### config.mk
export PLATFORM = sky130hd
export DESIGN_NAME = win_scanner_flat
export DESIGN_NICKNAME = d
export VERILOG_FILES = /design/src/rtl/win_scanner_pkg.sv /design/src/rtl/win_scanner_if.sv /design/src/rtl/win_scanner_run_detect.sv /design/src/rtl/win_scanner.sv /design/src/flat_wrapper.sv
export SDC_FILE = /design/constraint.sdc
export NUM_CORES = 1
export LEC_CHECK = 0
export ABC_CLOCK_PERIOD_IN_PS = 3650
export CORE_AREA = 3 3 66 68
export DETAILED_ROUTE_END_ITERATION = 7
export DIE_AREA = 0 0 69 71
export PLACE_DENSITY = 0.8
export SYNTH_ARGS = -nofsm -noshare
export SYNTH_HDL_FRONTEND = slang
export SYNTH_SLANG_ARGS = --single-unit
### constraint.sdc
create_clock -name clk -period 3.65 [get_ports clk]
set_input_delay 0.5475 -clock clk [delete_from_list [all_inputs] [get_ports clk]]
set_output_delay 0.5475 -clock clk [all_outputs]
set_load 0.05 [all_outputs]
### src/rtl/win_scanner_pkg.sv
// Shared codes for the board scanner: direction and colour encodings plus the FSM state type.
package win_pkg;
  localparam logic [1:0] DIR_ROW  = 2'd0;
  localparam logic [1:0] DIR_COL  = 2'd1;
  localparam logic [1:0] DIR_DIAG = 2'd2;
  localparam logic [1:0] DIR_ANTI = 2'd3;

  localparam int BLACK = 0;
  localparam int WHITE = 1;

  typedef enum logic [1:0] {S_IDLE, S_SCAN, S_DONE} state_t;
endpackage

### src/rtl/win_scanner_if.sv
// Scanner <-> controller/board-store bundle; the scanner takes the slave side.
interface win_scanner_if #(
  parameter int BOARD_SIZE = 15,
  parameter int WIN_LEN    = 5,
  parameter int LINE_W     = 2*WIN_LEN-1,
  parameter int CW         = $clog2(BOARD_SIZE)
);
  logic                         clr;
  logic                         start;
  logic [3:0][LINE_W-1:0]       black_line;
  logic [3:0][LINE_W-1:0]       white_line;
  logic [CW-1:0]                get_i;
  logic [CW-1:0]                get_j;
  logic                         busy;
  logic                         done;
  logic                         win_found;
  logic [1:0]                   winner;
  logic [CW-1:0]                win_i;
  logic [CW-1:0]                win_j;
  logic [1:0]                   win_dir;

  modport master (
    output clr, start, black_line, white_line,
    input  get_i, get_j, busy, done, win_found, winner, win_i, win_j, win_dir
  );
  modport slave (
    input  clr, start, black_line, white_line,
    output get_i, get_j, busy, done, win_found, winner, win_i, win_j, win_dir
  );
endinterface

### src/rtl/win_scanner_run_detect.sv
// Flags a window that contains WIN_LEN contiguous stones anywhere among its LINE_W bits.
module run_detect #(
  parameter int WIN_LEN = 5,
  parameter int LINE_W  = 2*WIN_LEN-1
) (
  input  logic [LINE_W-1:0] i_line,
  output logic              o_hit
);
  always_comb begin
    o_hit = 1'b0;
    for (int s = 0; s <= LINE_W-WIN_LEN; s++)
      if (&i_line[s +: WIN_LEN]) o_hit = 1'b1;
  end
endmodule

### src/rtl/win_scanner.sv
// Row-major N x N board scanner reporting winner colour, first winning cell and direction.
// Define WIN_SCANNER_EARLY_EXIT_EN to stop the scan at the first cell with any hit.
module win_scanner
  import win_pkg::*;
#(
  parameter int BOARD_SIZE = 15,
  parameter int WIN_LEN    = 5,
  parameter int LINE_W     = 2*WIN_LEN-1,
  parameter int CW         = $clog2(BOARD_SIZE)
) (
  input  logic          clk,
  input  logic          rst,
  win_scanner_if.slave  bus
);
  state_t        r_state;
  logic [CW-1:0] r_get_i, r_get_j, r_win_i, r_win_j;
  logic          r_busy, r_done;
  logic [1:0]    r_winner, r_win_dir;

  logic [3:0]    w_hit_b, w_hit_w, w_hit_any;
  logic [1:0]    w_col, w_dir;
  logic          w_any, w_last, w_end;

  for (genvar d = 0; d < 4; d++) begin : g_dir
    run_detect #(.WIN_LEN(WIN_LEN), .LINE_W(LINE_W)) u_blk (
      .i_line(bus.black_line[d]), .o_hit(w_hit_b[d]));
    run_detect #(.WIN_LEN(WIN_LEN), .LINE_W(LINE_W)) u_wht (
      .i_line(bus.white_line[d]), .o_hit(w_hit_w[d]));
  end

  assign w_hit_any = w_hit_b | w_hit_w;
  assign w_any     = |w_hit_any;
  assign w_last    = (r_get_i == CW'(BOARD_SIZE-1)) && (r_get_j == CW'(BOARD_SIZE-1));
`ifdef WIN_SCANNER_EARLY_EXIT_EN
  assign w_end     = w_last || w_any;
`else
  assign w_end     = w_last;
`endif

  always_comb begin
    w_col        = '0;
    w_col[BLACK] = |w_hit_b;
    w_col[WHITE] = |w_hit_w;
  end

  // Lowest direction index wins when several fire on the same cell.
  always_comb begin
    w_dir = DIR_ROW;
    for (int d = 3; d >= 0; d--)
      if (w_hit_any[d]) w_dir = 2'(d);
  end

  always_ff @(posedge clk) begin
    if (!rst || bus.clr) begin
      r_state   <= S_IDLE;
      r_busy    <= 1'b0;
      r_done    <= 1'b0;
      r_get_i   <= '0;
      r_get_j   <= '0;
      r_winner  <= '0;
      r_win_i   <= '0;
      r_win_j   <= '0;
      r_win_dir <= '0;
    end else begin
      unique case (r_state)
        S_IDLE: begin
          r_done <= 1'b0;
          if (bus.start) begin
            r_state   <= S_SCAN;
            r_busy    <= 1'b1;
            r_get_i   <= '0;
            r_get_j   <= '0;
            r_winner  <= '0;
            r_win_i   <= '0;
            r_win_j   <= '0;
            r_win_dir <= '0;
          end
        end
        S_SCAN: begin
          if (w_any) begin
            r_winner <= r_winner | w_col;
            // An all-zero winner means no earlier cell hit, so this one is the first.
            if (r_winner == 2'b00) begin
              r_win_i   <= r_get_i;
              r_win_j   <= r_get_j;
              r_win_dir <= w_dir;
            end
          end
          if (w_end) begin
            r_state <= S_DONE;
            r_done  <= 1'b1;
            r_get_i <= '0;
            r_get_j <= '0;
          end else if (r_get_j == CW'(BOARD_SIZE-1)) begin
            r_get_j <= '0;
            r_get_i <= r_get_i + CW'(1);
          end else begin
            r_get_j <= r_get_j + CW'(1);
          end
        end
        S_DONE: begin
          r_state <= S_IDLE;
          r_busy  <= 1'b0;
          r_done  <= 1'b0;
        end
        default: begin
          r_state <= S_IDLE;
          r_busy  <= 1'b0;
          r_done  <= 1'b0;
        end
      endcase
    end
  end

  assign bus.get_i     = r_get_i;
  assign bus.get_j     = r_get_j;
  assign bus.busy      = r_busy;
  assign bus.done      = r_done;
  assign bus.winner    = r_winner;
  assign bus.win_found = |r_winner;
  assign bus.win_i     = r_win_i;
  assign bus.win_j     = r_win_j;
  assign bus.win_dir   = r_win_dir;
endmodule
### src/flat_wrapper.sv
// flat-port wrapper written by rule: the top's interface ports become plain ports
module win_scanner_flat import win_pkg::*;
#(
  parameter int BOARD_SIZE = 15,
  parameter int WIN_LEN    = 5,
  parameter int LINE_W     = 2*WIN_LEN-1,
  parameter int CW         = $clog2(BOARD_SIZE)
)
  (clk, rst, bus_clr, bus_start, bus_black_line, bus_white_line, bus_get_i, bus_get_j, bus_busy, bus_done, bus_win_found, bus_winner, bus_win_i, bus_win_j, bus_win_dir);
  win_scanner_if #(.BOARD_SIZE(BOARD_SIZE), .WIN_LEN(WIN_LEN), .LINE_W(LINE_W), .CW(CW)) bus_i ();
  input  logic clk;
  input  logic rst;
  input wire logic [$bits(bus_i.clr)-1:0] bus_clr;
  input wire logic [$bits(bus_i.start)-1:0] bus_start;
  input wire logic [$bits(bus_i.black_line)-1:0] bus_black_line;
  input wire logic [$bits(bus_i.white_line)-1:0] bus_white_line;
  output wire logic [$bits(bus_i.get_i)-1:0] bus_get_i;
  output wire logic [$bits(bus_i.get_j)-1:0] bus_get_j;
  output wire logic [$bits(bus_i.busy)-1:0] bus_busy;
  output wire logic [$bits(bus_i.done)-1:0] bus_done;
  output wire logic [$bits(bus_i.win_found)-1:0] bus_win_found;
  output wire logic [$bits(bus_i.winner)-1:0] bus_winner;
  output wire logic [$bits(bus_i.win_i)-1:0] bus_win_i;
  output wire logic [$bits(bus_i.win_j)-1:0] bus_win_j;
  output wire logic [$bits(bus_i.win_dir)-1:0] bus_win_dir;
  assign bus_i.clr = bus_clr;
  assign bus_i.start = bus_start;
  assign bus_i.black_line = bus_black_line;
  assign bus_i.white_line = bus_white_line;
  assign bus_get_i = bus_i.get_i;
  assign bus_get_j = bus_i.get_j;
  assign bus_busy = bus_i.busy;
  assign bus_done = bus_i.done;
  assign bus_win_found = bus_i.win_found;
  assign bus_winner = bus_i.winner;
  assign bus_win_i = bus_i.win_i;
  assign bus_win_j = bus_i.win_j;
  assign bus_win_dir = bus_i.win_dir;
  win_scanner #(.BOARD_SIZE(BOARD_SIZE), .WIN_LEN(WIN_LEN), .LINE_W(LINE_W), .CW(CW)) u_core (.clk(clk), .rst(rst), .bus(bus_i));
endmodule
# After elaboration in Yosys (flattened, before gate mapping)
# Cells that the tools add are included.
[word_totals]
register_bits = 24
latchBits = 0
ramBits = 0
mem_bits_ro = 0
in_bits = 76
wordCells = 147
mem_count = 0
[classes]
n_addsub = 2
multipliers = 0
div = 0
magnitude_cmp = 0
n_eq_ne = 8
shift = 0
muxes = 68
n_bitwise = 3
reduce_logical = 57
[op_table]
columns = ["operator", "n"]
rows = [
  ["AND reduction 5 bit", 40],
  ["2-to-1 mux 1 bit", 41],
  ["2-to-1 mux 4 bit", 9],
  ["one-hot mux 4 bit (2 select lines)", 4],
  ["2-to-1 mux 2 bit", 10],
  ["one-hot mux 2 bit (2 select lines)", 3],
  ["OR reduction 4 bit", 3],
  ["adder 4 x 1 -> 4 bit (second input constant)", 2],
  ["equality test 4 bit (second input constant)", 2],
  ["!= test 2 x 1 -> 1 bit (second input constant)", 3],
  ["AND reduction 2 bit", 3],
  ["AND reduction 3 bit", 2],
  ["zero test 2 bit", 2],
  ["OR 4 bit", 1],
  ["AND reduction 4 bit", 1],
  ["OR reduction 2 bit", 2],
  ["!= test 3 x 1 -> 1 bit (second input constant)", 1],
  ["equality test 2 x 1 -> 1 bit (second input constant)", 1],
  ["!= test 2 bit (second input constant)", 1],
  ["OR 2 bit", 1],
  ["one-hot mux 1 bit (2 select lines)", 1],
  ["nonzero test 2 bit", 1],
  ["logical AND 1 bit", 1],
  ["zero test 1 bit", 1],
  ["2 further kinds", 2],
]

# Longest topological paths before layout
[logic_depth]
depth_word = 14
mapped_depth = 7
depth_no_buf = 7

# Cells and area by module
# Synthesis repeated with hierarchy kept, for this count alone.
[hier_totals]
hier_cells = 171
hier_area_um2 = 1402.6
[modules_own_cells]
columns = ["module", "instances", "cells_per_inst", "area_each_um2", "seq_area_each_um2"]
rows = [
  ["win_scanner", 1, 131, 1122.3, 480.5],
  ["run_detect", 8, 5, 35.0, 0.0],
]

# Worst setup path before layout
# No wires, ideal clock.
[synth_path]
kind = "reg-to-reg"
start = "register u_core.r_get_j[1] (netlist: u_core.bus.get_j[1])"
end = "register u_core.r_get_i[3] (netlist: u_core.bus.get_i[3])"
setup_ns = 0.065
arrival_ns = 1.743
required_ns = 3.585
setup_slack_ns = 1.842
path_stages_with_launch = 7
n_path_buf = 0
synth_period_minus_slack_ns = 1.808
cell_sequence = "dfxtp_1 ha_1 nand3_1 a21oi_1 nand4_1 xor2_1 nor2_1"
[synth_via]
elab_chain_len = 4
elab_cells_between_ends = 6
cone_classes = "eq/ne (2); mux (2); reduce/logical (2)"
[synth_rtl]
columns = ["element", "line_no", "source"]
rows = [
  ["start, declared", "win_scanner.sv:16", "logic [CW-1:0] r_get_i, r_get_j, r_win_i, r_win_j;"],
  ["start signal, assigned", "win_scanner.sv:98", "r_get_j <= r_get_j + CW'(1);"],
  ["equality test 4 bit *", "win_scanner.sv:33, win_scanner.sv:94", ""],
  ["logical AND 1 bit", "win_scanner.sv:33", "assign w_last = (r_get_i == CW'(BOARD_SIZE-1)) && (r_get_j == CW'(BOARD_SIZE-1));"],
  ["!= test 3 x 1 -> 1 bit (no line) / 2-to-1 mux 4 bit (equally long branches)", "-", ""],
  ["AND reduction 3 bit (no line) / one-hot mux 4 bit (2 select lines) (equally long branches)", "-", ""],
  ["end signal, assigned", "win_scanner.sv:96", "r_get_i <= r_get_i + CW'(1);"],
  ["end, declared", "win_scanner.sv:16", ""],
]
# Mark *: on every way between the ends. The rest lies on a longest branch, timed or not.
# A chain may end at the register's enable or synchronous reset.

# Worst setup path in the final report
[layout_path]
start = "input bus_white_line[32]"
end = "register u_core.r_win_j[0] (netlist: u_core.bus.win_j[0])"
[layout_via]
elab_chain_len = 9
elab_cells_between_ends = 12
cone_classes = "eq/ne (1); mux (4); bitwise (1); reduce/logical (6)"
[layout_rtl]
columns = ["element", "line_no", "source"]
rows = [
  ["start, declared", "flat_wrapper.sv:16", "input wire logic [$bits(bus_i.white_line)-1:0] bus_white_line;"],
  ["AND reduction 5 bit", "win_scanner_run_detect.sv:12", "if (&i_line[s +: WIN_LEN]) o_hit = 1'b1;"],
  ["2-to-1 mux 1 bit (3 in series)", "win_scanner_run_detect.sv:12", ""],
  ["2-to-1 mux 1 bit *", "win_scanner_run_detect.sv:12", ""],
  ["OR 4 bit *", "win_scanner.sv:31", "assign w_hit_any = w_hit_b | w_hit_w;"],
  ["OR reduction 4 bit *", "win_scanner.sv:32", "assign w_any = |w_hit_any;"],
  ["!= test 2 x 1 -> 1 bit (no line) *", "-", ""],
  ["AND reduction 4 bit (no line) *", "-", ""],
  ["end signal, assigned", "win_scanner.sv:85", "r_win_j <= r_get_j;"],
  ["end, declared", "win_scanner.sv:16", ""],
]
# Marked as above.

==> flow_summary.json <==
{
  "fin_crit_sh_pct": 64.5,
  "period_needed_ps": 2360,
  "synth_common_cells": "24 x dfxtp_1, 22 x nand2_1, 19 x a21oi_1",
  "io_buffer_count": 98,
  "synth-main-ff-cell": "dfxtp_1",
  "first_pass_iters": 4,
  "final_area_um2": 2460,
  "rows": 23,
  "gp_congestion": 0.777,
  "io_pins": 99,
  "antenna_found_initial": 0,
  "placed_cells": 307,
  "clk_latency_ps": 270,
  "max_stage_delay_ps": 600,
  "cts_sinks": 24,
  "drt-vias-per-instance": 5.21,
  "max_freq_mhz": 424,
  "netlist_area_um2": 1380,
  "synthTopCellsByArea": "dfxtp_1 35%, a21oi_1 6.9%, mux2i_1 6.5%, nand2_1 6.0%, a32oi_1 4.4%",
  "crit_fanout": 9,
  "drive_gt1_share_pct": 5.36,
  "dp_hpwl_um": 4010,
  "syn_avg_cell_area_um2": 8.51,
  "overflow": 0,
  "crit_path_end_kind": "register",
  "ys_seq_area_share_pct": 34.8,
  "status": "finished, final reports clean",
  "synth_edf_count": 0,
  "maxSlewViolCount": 0,
  "regToRegSetupSlack_ps": 1760,
  "grt_pass1_vias": 1612,
  "hold_buffers": 0,
  "p_leak_nw": 0.883,
  "clock_path_buffers": 2,
  "synth_top_cell_area_share_pct": 34.8,
  "cts_tree": "yes",
  "start_util_pct": 35.2,
  "hold_violations": 0,
  "grt_pass1_wl_um": 7690,
  "place_area_um2": 2400,
  "critical_path.cell_chain": "clkdlybuf4s50_1, a32oi_1, or3_1, nor2b_4, a41oi_2, mux2i_1",
  "path_buf_inv": 1,
  "area_delta_synth_final_pct": 78.3,
  "worst_pin_slew_ps": 976,
  "ant_nets": 0,
  "cp_slowest_cell": "a41oi_2",
  "wl_per_cell_um": 15.2,
  "grt_max_degree": 15,
  "synthDistinctLibCells": 39,
  "clock_skew_ps": 1.95,
  "max_slew_margin_pct": 34.8,
  "nFillCells": 347,
  "yosysMostFrequentCell": "dfxtp_1",
  "drt_wl_total_um": 4740,
  "cts_buffers": 3,
  "cts.repair.resized": 0,
  "cts_root_buffer": "clkbuf_8",
  "drcViolationCount": 0,
  "tns_ps": 0,
  "crit_path_start_kind": "input port",
  "path_delay_family": "compound AO/OA/AOI/OAI gates",
  "fp.dieW_um": 69,
  "core-area_um2": 3910,
  "vias": 1619,
  "dieHeight_um": 71,
  "floorplan.die_area_um2": 4900,
  "grt_usage_pct": 19.1,
  "synthCells": 162,
  "ys_ff_latch": 24,
  "clkSlewWorstSetupHoldPaths_ps": 80,
  "syn_nets": 242,
  "peakVddDrop_mv": 0.240,
  "drt_iter0_drc": 37,
  "max_cap_viol_count": 0,
  "final_cells": 311,
  "layout.nets": 342,
  "crit_type": "in2reg",
  "async_reset_ff_share_pct": 0,
  "antenna_cells": 0,
  "arrival_ps": 2550,
  "p_per_area_nw_per_um2": 245,
  "required_ps": 3840,
  "cts_max_level": 1,
  "yosysWarnings": 0,
  "hp-class": "reg2reg",
  "rsz0062_at_grt": "no",
  "setup_viol": 0,
  "cts_setup_buffers": 0,
  "synth_top_area_cell": "dfxtp_1"
}
==> stage by stage <==
stage	total power, mW	utilization (%)	hold slack, ps	setup WS (ps)
final	0.602	62.8	464	1290
after global routing	0.630	62.8	488	1180
after CTS	0.605	62.8	467	1280
after detailed placement	0.430	61.4	448	1020
after global placement	0.426	61.4	444	1060
after floorplan	0.331	-	495	1840
==> cell type report <==
type / count / area, µm² / area share, %
tap: 50 / 62.6 / 2.54
sequential: 24 / 480 / 19.5
inverter: 3 / 11.3 / 0.458
timing repair buffer: 98 / 981 / 39.9
clock buffer: 4 / 55.1 / 2.24
multi-input combinational: 132 / 868 / 35.3
==> kinds of logic after synthesis <==
| logic type | Yosys count | synth area share, % |
|---|---|---|
| compound gates | 51 | 27.0 |
| mux | 9 | 6.53 |
| simple gates | 66 | 24.6 |
| fa+ha+maj | 4 | 3.63 |
| xor+xnor | 2 | 1.27 |
| buf+inv | 6 | 2.18 |
| flops | 24 | 34.8 |
==> layer usage <==
| metal | share of wire (%) | global-route usage [%] |
|---|---|---|
| met1 | 41 | 21.5 |
| met2 | 54 | 36.8 |
| met3 | 4.1 | 3.98 |
| met4 | 0.97 | 3.90 |
| met5 | 0 | 0 |
==> layout by cell type (no fill, tap or decap), types with 3 or more instances in the layout <==
| cell | count |
|---|---|
| clkbuf_8 | 4 |
| a21oi_1 | 19 |
| ha_1 | 4 |
| nand2_1 | 22 |
| a32oi_1 | 7 |
| nor3_1 | 5 |
| dfxtp_1 | 24 |
| nand3_1 | 4 |
| nand2b_1 | 4 |
| nor2_1 | 15 |
| o221a_2 | 3 |
| o21ai_0 | 4 |
| inv_1 | 3 |
| or3_1 | 3 |
| o221ai_1 | 7 |
| clkdlybuf4s50_1 | 98 |
| mux2i_1 | 9 |
==> path summary, 6_finish.rpt <==
path / depth (start not counted) / endpoint / from
setup / recovery: 6 / u_core.bus.win_j[0]$_SDFFE_PP0P_ / bus_white_line[32]
hold / removal: 2 / u_core.bus.win_i[3]$_SDFFE_PP0P_ / u_core.bus.win_i[3]$_SDFFE_PP0P_
setup reg to reg: 5 / u_core.bus.win_j[0]$_SDFFE_PP0P_ / u_core.r_state[1]$_SDFFE_PP0P_
hold reg to reg: 2 / u_core.bus.win_i[3]$_SDFFE_PP0P_ / u_core.bus.win_i[3]$_SDFFE_PP0P_
==> registers in the layout, summed over array words and instances, names as in the netlist <==
signal / cells
u_core.bus.busy: 1
u_core.bus.done: 1
u_core.bus.get_i: 4
u_core.bus.get_j: 4
u_core.bus.win_dir: 2
u_core.bus.win_i: 4
u_core.bus.win_j: 4
u_core.bus.winner: 2
u_core.r_state: 2
==> power breakdown <==
group / switching [mW] / internal, mW / leakage, nW / total, mW
Combinational: 0.0588 / 0.0981 / 0.660 / 0.157
Clock: 0.0823 / 0.0963 / 0.0288 / 0.179
Sequential: 0.00260 / 0.264 / 0.194 / 0.266
Total: 0.144 / 0.458 / 0.883 / 0.602
==> worst reg2reg max path, cell delays in order (launching register included) <==
cell	delay [ps]
dfxtp_1	460
and2b_2	290
o31ai_1	100
a31oi_2	90
a41oi_2	590
mux2i_1	270
Note: power is estimated with default switching activity, not from simulation.
==> edit 1, RTL diff (config.mk and constraints unchanged) <==
Add a define of `WIN_SCANNER_EARLY_EXIT_EN`.
--- a/src/rtl/win_scanner.sv
+++ b/src/rtl/win_scanner.sv
@@ -1,4 +1,6 @@
 // Row-major N x N board scanner reporting winner colour, first winning cell and direction.
 // Define WIN_SCANNER_EARLY_EXIT_EN to stop the scan at the first cell with any hit.
+`define WIN_SCANNER_EARLY_EXIT_EN
+
 module win_scanner
   import win_pkg::*;
Behaviour: not the same (a bounded check fails within 4 cycles, from zero or initial values).
==> edit 1 against the original RTL <==
- sequential cell count unchanged
- clock power increased by 31%
- critical endpoint is now u_core.bus.get_j[2]
- routed wire length increased by 0.30%
- synthesized area increased by 1.2%
- combinational power increased by 4%
- largest cell class unchanged
- worst setup slack got worse by 0.066 ns
- synthesized cell count increased by 8.0%
- cell area increased by 1.7%
- power increased by 10%
==> edit 1: results (changes against the original RTL) <==
* # fillers at 354 (+2.0%)
* Post-DR wirelength/cell at 14.66 um (-3.7%)
* Nets at 355 (+3.8%)
* Syn Nets at 255 (+5.4%)
* Top cells by area, synth: dfxtp_1 34%, a21oi_1 6.1%, nand2_1 5.9%
* Seq/Total Area, Yosys at 34.44% (-0.41 points)
* Pint at 0.5090 mW (+11%)
* Met1 GRT Util at 22.82% (+1.3 points)
* First-pass GRT wire length at 7.797 mm (+1.4%)
* CP max FO at 6 (-3)
* Crit path arrival time at 2.62 ns (+0.07 ns)
* Max rail drop VDD at 0.0001863 V (-22%)
* Area occupied by multi-input gates at 887.1 um2 (+2.2%)
* FF-to-FF Start: u_core.bus.get_j[0]
* Status: complete, no violations
* GR Util met2 at 35.17% (-1.6 points)
* Non-clock buffer share of cell area at 39.52% (-0.38 points)
* Initial DRC count at 83 (+120%)
* Clock Skews at 0.003922 ns (+0.001968 ns)
* Metal3 WL at 284 um (+46%)
* Leakage power at 0.8345 nW (-5.5%)
* Metal2 WL at 2.456 mm (-3.8%)
* Worst Setup SP: bus_black_line[33]
* DP HPWL at 3.921 mm (-2.3%)
* Slew @ Worst Pin at 0.6765 ns (-0.2995 ns)
edit 1: changes by cell type after synthesis, sizes merged, moves of 3 or more:
cell   before  now
mux2i       9    2
nand3       4   15
nor3        6    9
nor4        1    6
o21ai       4   15
o221a       3    0
or3         3    0
edit 1: worst paths after layout:
kind	cells past startpoint	endpoint	slack, ns
worst max-delay path	7	u_core.bus.get_j[2]	1.23
worst min-delay path	2	u_core.bus.win_dir[0]	0.46
worst max register to register	6	u_core.bus.get_j[2]	1.85
worst min register to register	2	u_core.bus.win_dir[0]	0.46
edit 1: per-stage QoR:
| step | std cells | total power [mW] | area, um2 | util, % | hold WS [ns] |
|---|---|---|---|---|---|
| 6_report | 324 | 0.6643 | 2501 | 63.91 | 0.4565 |
| 5_1_grt | 324 | 0.6952 | 2501 | 63.91 | 0.4850 |
| 4_1_cts | 324 | 0.6649 | 2501 | 63.91 | 0.4624 |
| 3_5_place_dp | 320 | 0.4362 | 2430 | 62.08 | 0.4513 |
| 3_3_place_gp | 320 | 0.4338 | 2430 | 62.08 | 0.4433 |
| 2_1_floorplan | 175 | 0.3353 | 1395 | - | 0.4864 |
edit 1: logic make-up after synthesis:
| family | count (synthesis) | synth area share (%) |
|---|---|---|
| AOI/OAI and AO/OA | 57 | 27.18 |
| adders and majority gates | 4 | 3.588 |
| buffers and inverters | 7 | 1.973 |
| DFF | 24 | 34.44 |
| muxes | 2 | 1.435 |
| and+or+nand+nor | 81 | 31.39 |
edit 1: power groups by stage:
stage          Clock, mW  Sequential (mW)  Combinational (mW)
3_3_place_gp           0            0.273               0.161
2_1_floorplan          0            0.277              0.0579
3_5_place_dp           0            0.273               0.164
4_1_cts            0.234            0.266               0.164
6_report           0.234            0.267               0.164
5_1_grt            0.251            0.267               0.177
==> edit 2, RTL diff (config.mk and constraints unchanged) <==
Made on the original files. `WIN_LEN` is set to 5 in 4 places; all go to 6.
--- a/src/rtl/win_scanner_if.sv
+++ b/src/rtl/win_scanner_if.sv
@@ -2,5 +2,5 @@
 interface win_scanner_if #(
   parameter int BOARD_SIZE = 15,
-  parameter int WIN_LEN    = 5,
+  parameter int WIN_LEN    = 6,
   parameter int LINE_W     = 2*WIN_LEN-1,
   parameter int CW         = $clog2(BOARD_SIZE)
--- a/src/rtl/win_scanner_run_detect.sv
+++ b/src/rtl/win_scanner_run_detect.sv
@@ -1,5 +1,5 @@
 // Flags a window that contains WIN_LEN contiguous stones anywhere among its LINE_W bits.
 module run_detect #(
-  parameter int WIN_LEN = 5,
+  parameter int WIN_LEN = 6,
   parameter int LINE_W  = 2*WIN_LEN-1
 ) (
--- a/src/rtl/win_scanner.sv
+++ b/src/rtl/win_scanner.sv
@@ -5,5 +5,5 @@
 #(
   parameter int BOARD_SIZE = 15,
-  parameter int WIN_LEN    = 5,
+  parameter int WIN_LEN    = 6,
   parameter int LINE_W     = 2*WIN_LEN-1,
   parameter int CW         = $clog2(BOARD_SIZE)
--- a/src/flat_wrapper.sv
+++ b/src/flat_wrapper.sv
@@ -3,5 +3,5 @@
 #(
   parameter int BOARD_SIZE = 15,
-  parameter int WIN_LEN    = 5,
+  parameter int WIN_LEN    = 6,
   parameter int LINE_W     = 2*WIN_LEN-1,
   parameter int CW         = $clog2(BOARD_SIZE)
Interface: changed (resized bus_black_line and bus_white_line); port bits go from 99 to 115. No check against the original RTL was run, so the function may have changed too.
==> edit 2 against the original RTL <==
- synthesized area grew 2.2%
- routed wire length is 3.4% higher
- critical endpoint is now bus_win_found
- cell area increased by 8.4%
- sequential share of layout area fell by 1.5 points
- global-route usage rose by 0.41 points
- worst hold slack improved by 0.0059 ns
- critical path depth fell by 3
- clock skew hardly changed
- power grew 12%
- first-iteration DRC count grew 130%
- sequential power is essentially flat
- sequential cell count unchanged
- worst setup slack improved by 0.19 ns
- via count rose by 8.5%
- highest routed layer unchanged
==> edit 2: results (changes against the original RTL) <==
* Nets at 386 (+13%)
* Longest Clk Path Bufs at 2 (unchanged)
* Mux contribution to synthesized area at 2.131% (-4.4 points)
* Clock Skews at 0.002071 ns (+0.0001182 ns)
* CP max FO at 4 (-5)
* Reg2reg path depth at 6 (+1)
* Antenna violations before repair at 0 (unchanged)
* Vias in the first global route at 1,784 (+11%)
* FF-to-FF Start: u_core.bus.get_j[1]
* Library cells used by synthesis at 34 (-13%)
* Final Cycle Share at 59.47% (-5.1 points)
* Initial DRC count at 85 (+130%)
* Post-DR wirelength/cell at 14.44 um (-5.2%)
* Drt via density at 5.183 (-0.44%)
* CTS buffer count at 3 (unchanged)
* Worst Setup SP: u_core.bus.winner[0]
* IO Port Bufs at 114 (+16%)
* DP HPWL at 4.166 mm (+3.8%)
* Crit path arrival time at 1.62 ns (-0.93 ns)
* Area occupied by registers at 480.5 um2 (unchanged)
* Clk Latency, worst-skew pair at 0.27 ns (about the same)
* Largest family of logic cells by synthesized area: compound AO/OA/AOI/OAI gates
* Sw Pwr at 0.1501 mW (+4.5%)
* Compound-cell area share of the yosys netlist at 31.97% (+5.0 points)
* Synth Area in Adders at 3.552% (-0.077 points)
* FF-to-FF setup slack at 1.97 ns (+0.21 ns)
* Routability Congestion at 0.7528 (-3.1%)
* Max rail drop VDD at 0.0001932 V (-19%)
* Top cells by count, synth: 24 x dfxtp_1, 22 x nand2_1, 17 x nor2_1
* # fillers at 360 (+3.7%)
* First-pass GRT wire length at 7.990 mm (+4.0%)
* Slew @ Worst Pin at 0.5814 ns (-0.3946 ns)
* Worst-path clk slew at 0.08 ns (about the same)
* Reg-to-Reg End: u_core.bus.get_i[0]
* Final Setup Violations at 0 (unchanged)
* Seq/Total Area, Yosys at 34.10% (-0.74 points)
* Synth Area in XOR/XNOR at 1.865% (+0.59 points)
* GRT Util Overall at 19.47% (+0.41 points)
* Status: complete, no violations
* Share of cells above drive strength 1 at 3.806% (-1.6 points)
* Placed cell area at 2594 um2 (+7.9%)
* Syn Nets at 270 (+12%)
* Leakage power at 0.9646 nW (+9.3%)
* Pre-CTS WS at 1.225 ns (+0.2054 ns)
* Top cells by area, synth: dfxtp_1 34%, a22o_1 7.5%, nand2_1 5.9%
* Worst setup path end: bus_win_found
==> edit 2: cell types whose count changed in the layout (fill, tap and decap cells not counted), sizes merged, moves of 3 or more <==
cell | unedited run | this run
o221ai | 7 | 0
a32oi | 7 | 0
mux2i | 9 | 3
o221a | 3 | 0
o21ai | 4 | 14
a211oi | 1 | 7
a22oi | 0 | 8
o22ai | 0 | 8
clkdlybuf4s50 | 98 | 114
a22o | 0 | 14
nand4 | 1 | 11
a21oi | 19 | 11
==> edit 2: per-stage QoR <==
step	instances	hold WS [ns]
after global routing	339	0.5022
after detailed placement	335	0.4538
after CTS	339	0.4718
after floorplan	174	0.4997
final	339	0.4696
after global placement	335	0.4476
==> edit 2: power groups by stage <==
| stage | logic (mW) | clock network (mW) | registers (mW) |
|---|---|---|---|
| 2_1_floorplan | 0.0500 | 0 | 0.277 |
| 3_3_place_gp | 0.169 | 0 | 0.272 |
| 3_5_place_dp | 0.172 | 0 | 0.273 |
| 4_1_cts | 0.172 | 0.236 | 0.266 |
| 5_1_grt | 0.185 | 0.245 | 0.267 |
| 6_report | 0.172 | 0.234 | 0.266 |
==> edit 2: layer usage <==
metal | part of all wire, % | wire (um) | global-route usage (%) | vias up
met4 | 0.84 | 41 | 3.905 | 0
met3 | 7.2 | 351 | 4.688 | 5
met5 | 0 | 0 | 0 | -
met1 | 41 | 1986 | 22.07 | 783
li1 | - | - | - | 894
met2 | 51 | 2514 | 36.97 | 75
==> edit 2: worst max-delay path, cell delays in order, from the launching register on <==
cell             delay [ns]
dfxtp_1                0.38
nor2_1                 0.08
inv_1                  0.08
clkdlybuf4s50_1        0.82
==> edit 2: final cells by class <==
cell class | count | area share [%]
well taps | 50 | 2.347
multi-input cells | 143 | 33.57
flip-flops and latches | 24 | 18.03
clock buffers | 3 | 1.549
clock inverters | 1 | 1.127
repair buffers | 114 | 42.82
inverters | 4 | 0.5634
==> edit 2: how the worst min path moves through the flow <==
stage	startpoint	slack, ns	cells after the start	end
after global placement	u_core.bus.win_dir[0]	0.45	2	u_core.bus.win_dir[0]
after detailed placement	u_core.bus.win_dir[1]	0.45	2	u_core.bus.win_dir[1]
final	u_core.bus.win_dir[0]	0.47	2	u_core.bus.win_dir[0]
after global routing	u_core.bus.win_dir[0]	0.50	2	u_core.bus.win_dir[0]
after floorplan	u_core.r_state[1]	0.50	1	u_core.bus.busy
after CTS	u_core.bus.win_dir[1]	0.47	2	u_core.bus.win_dir[1]
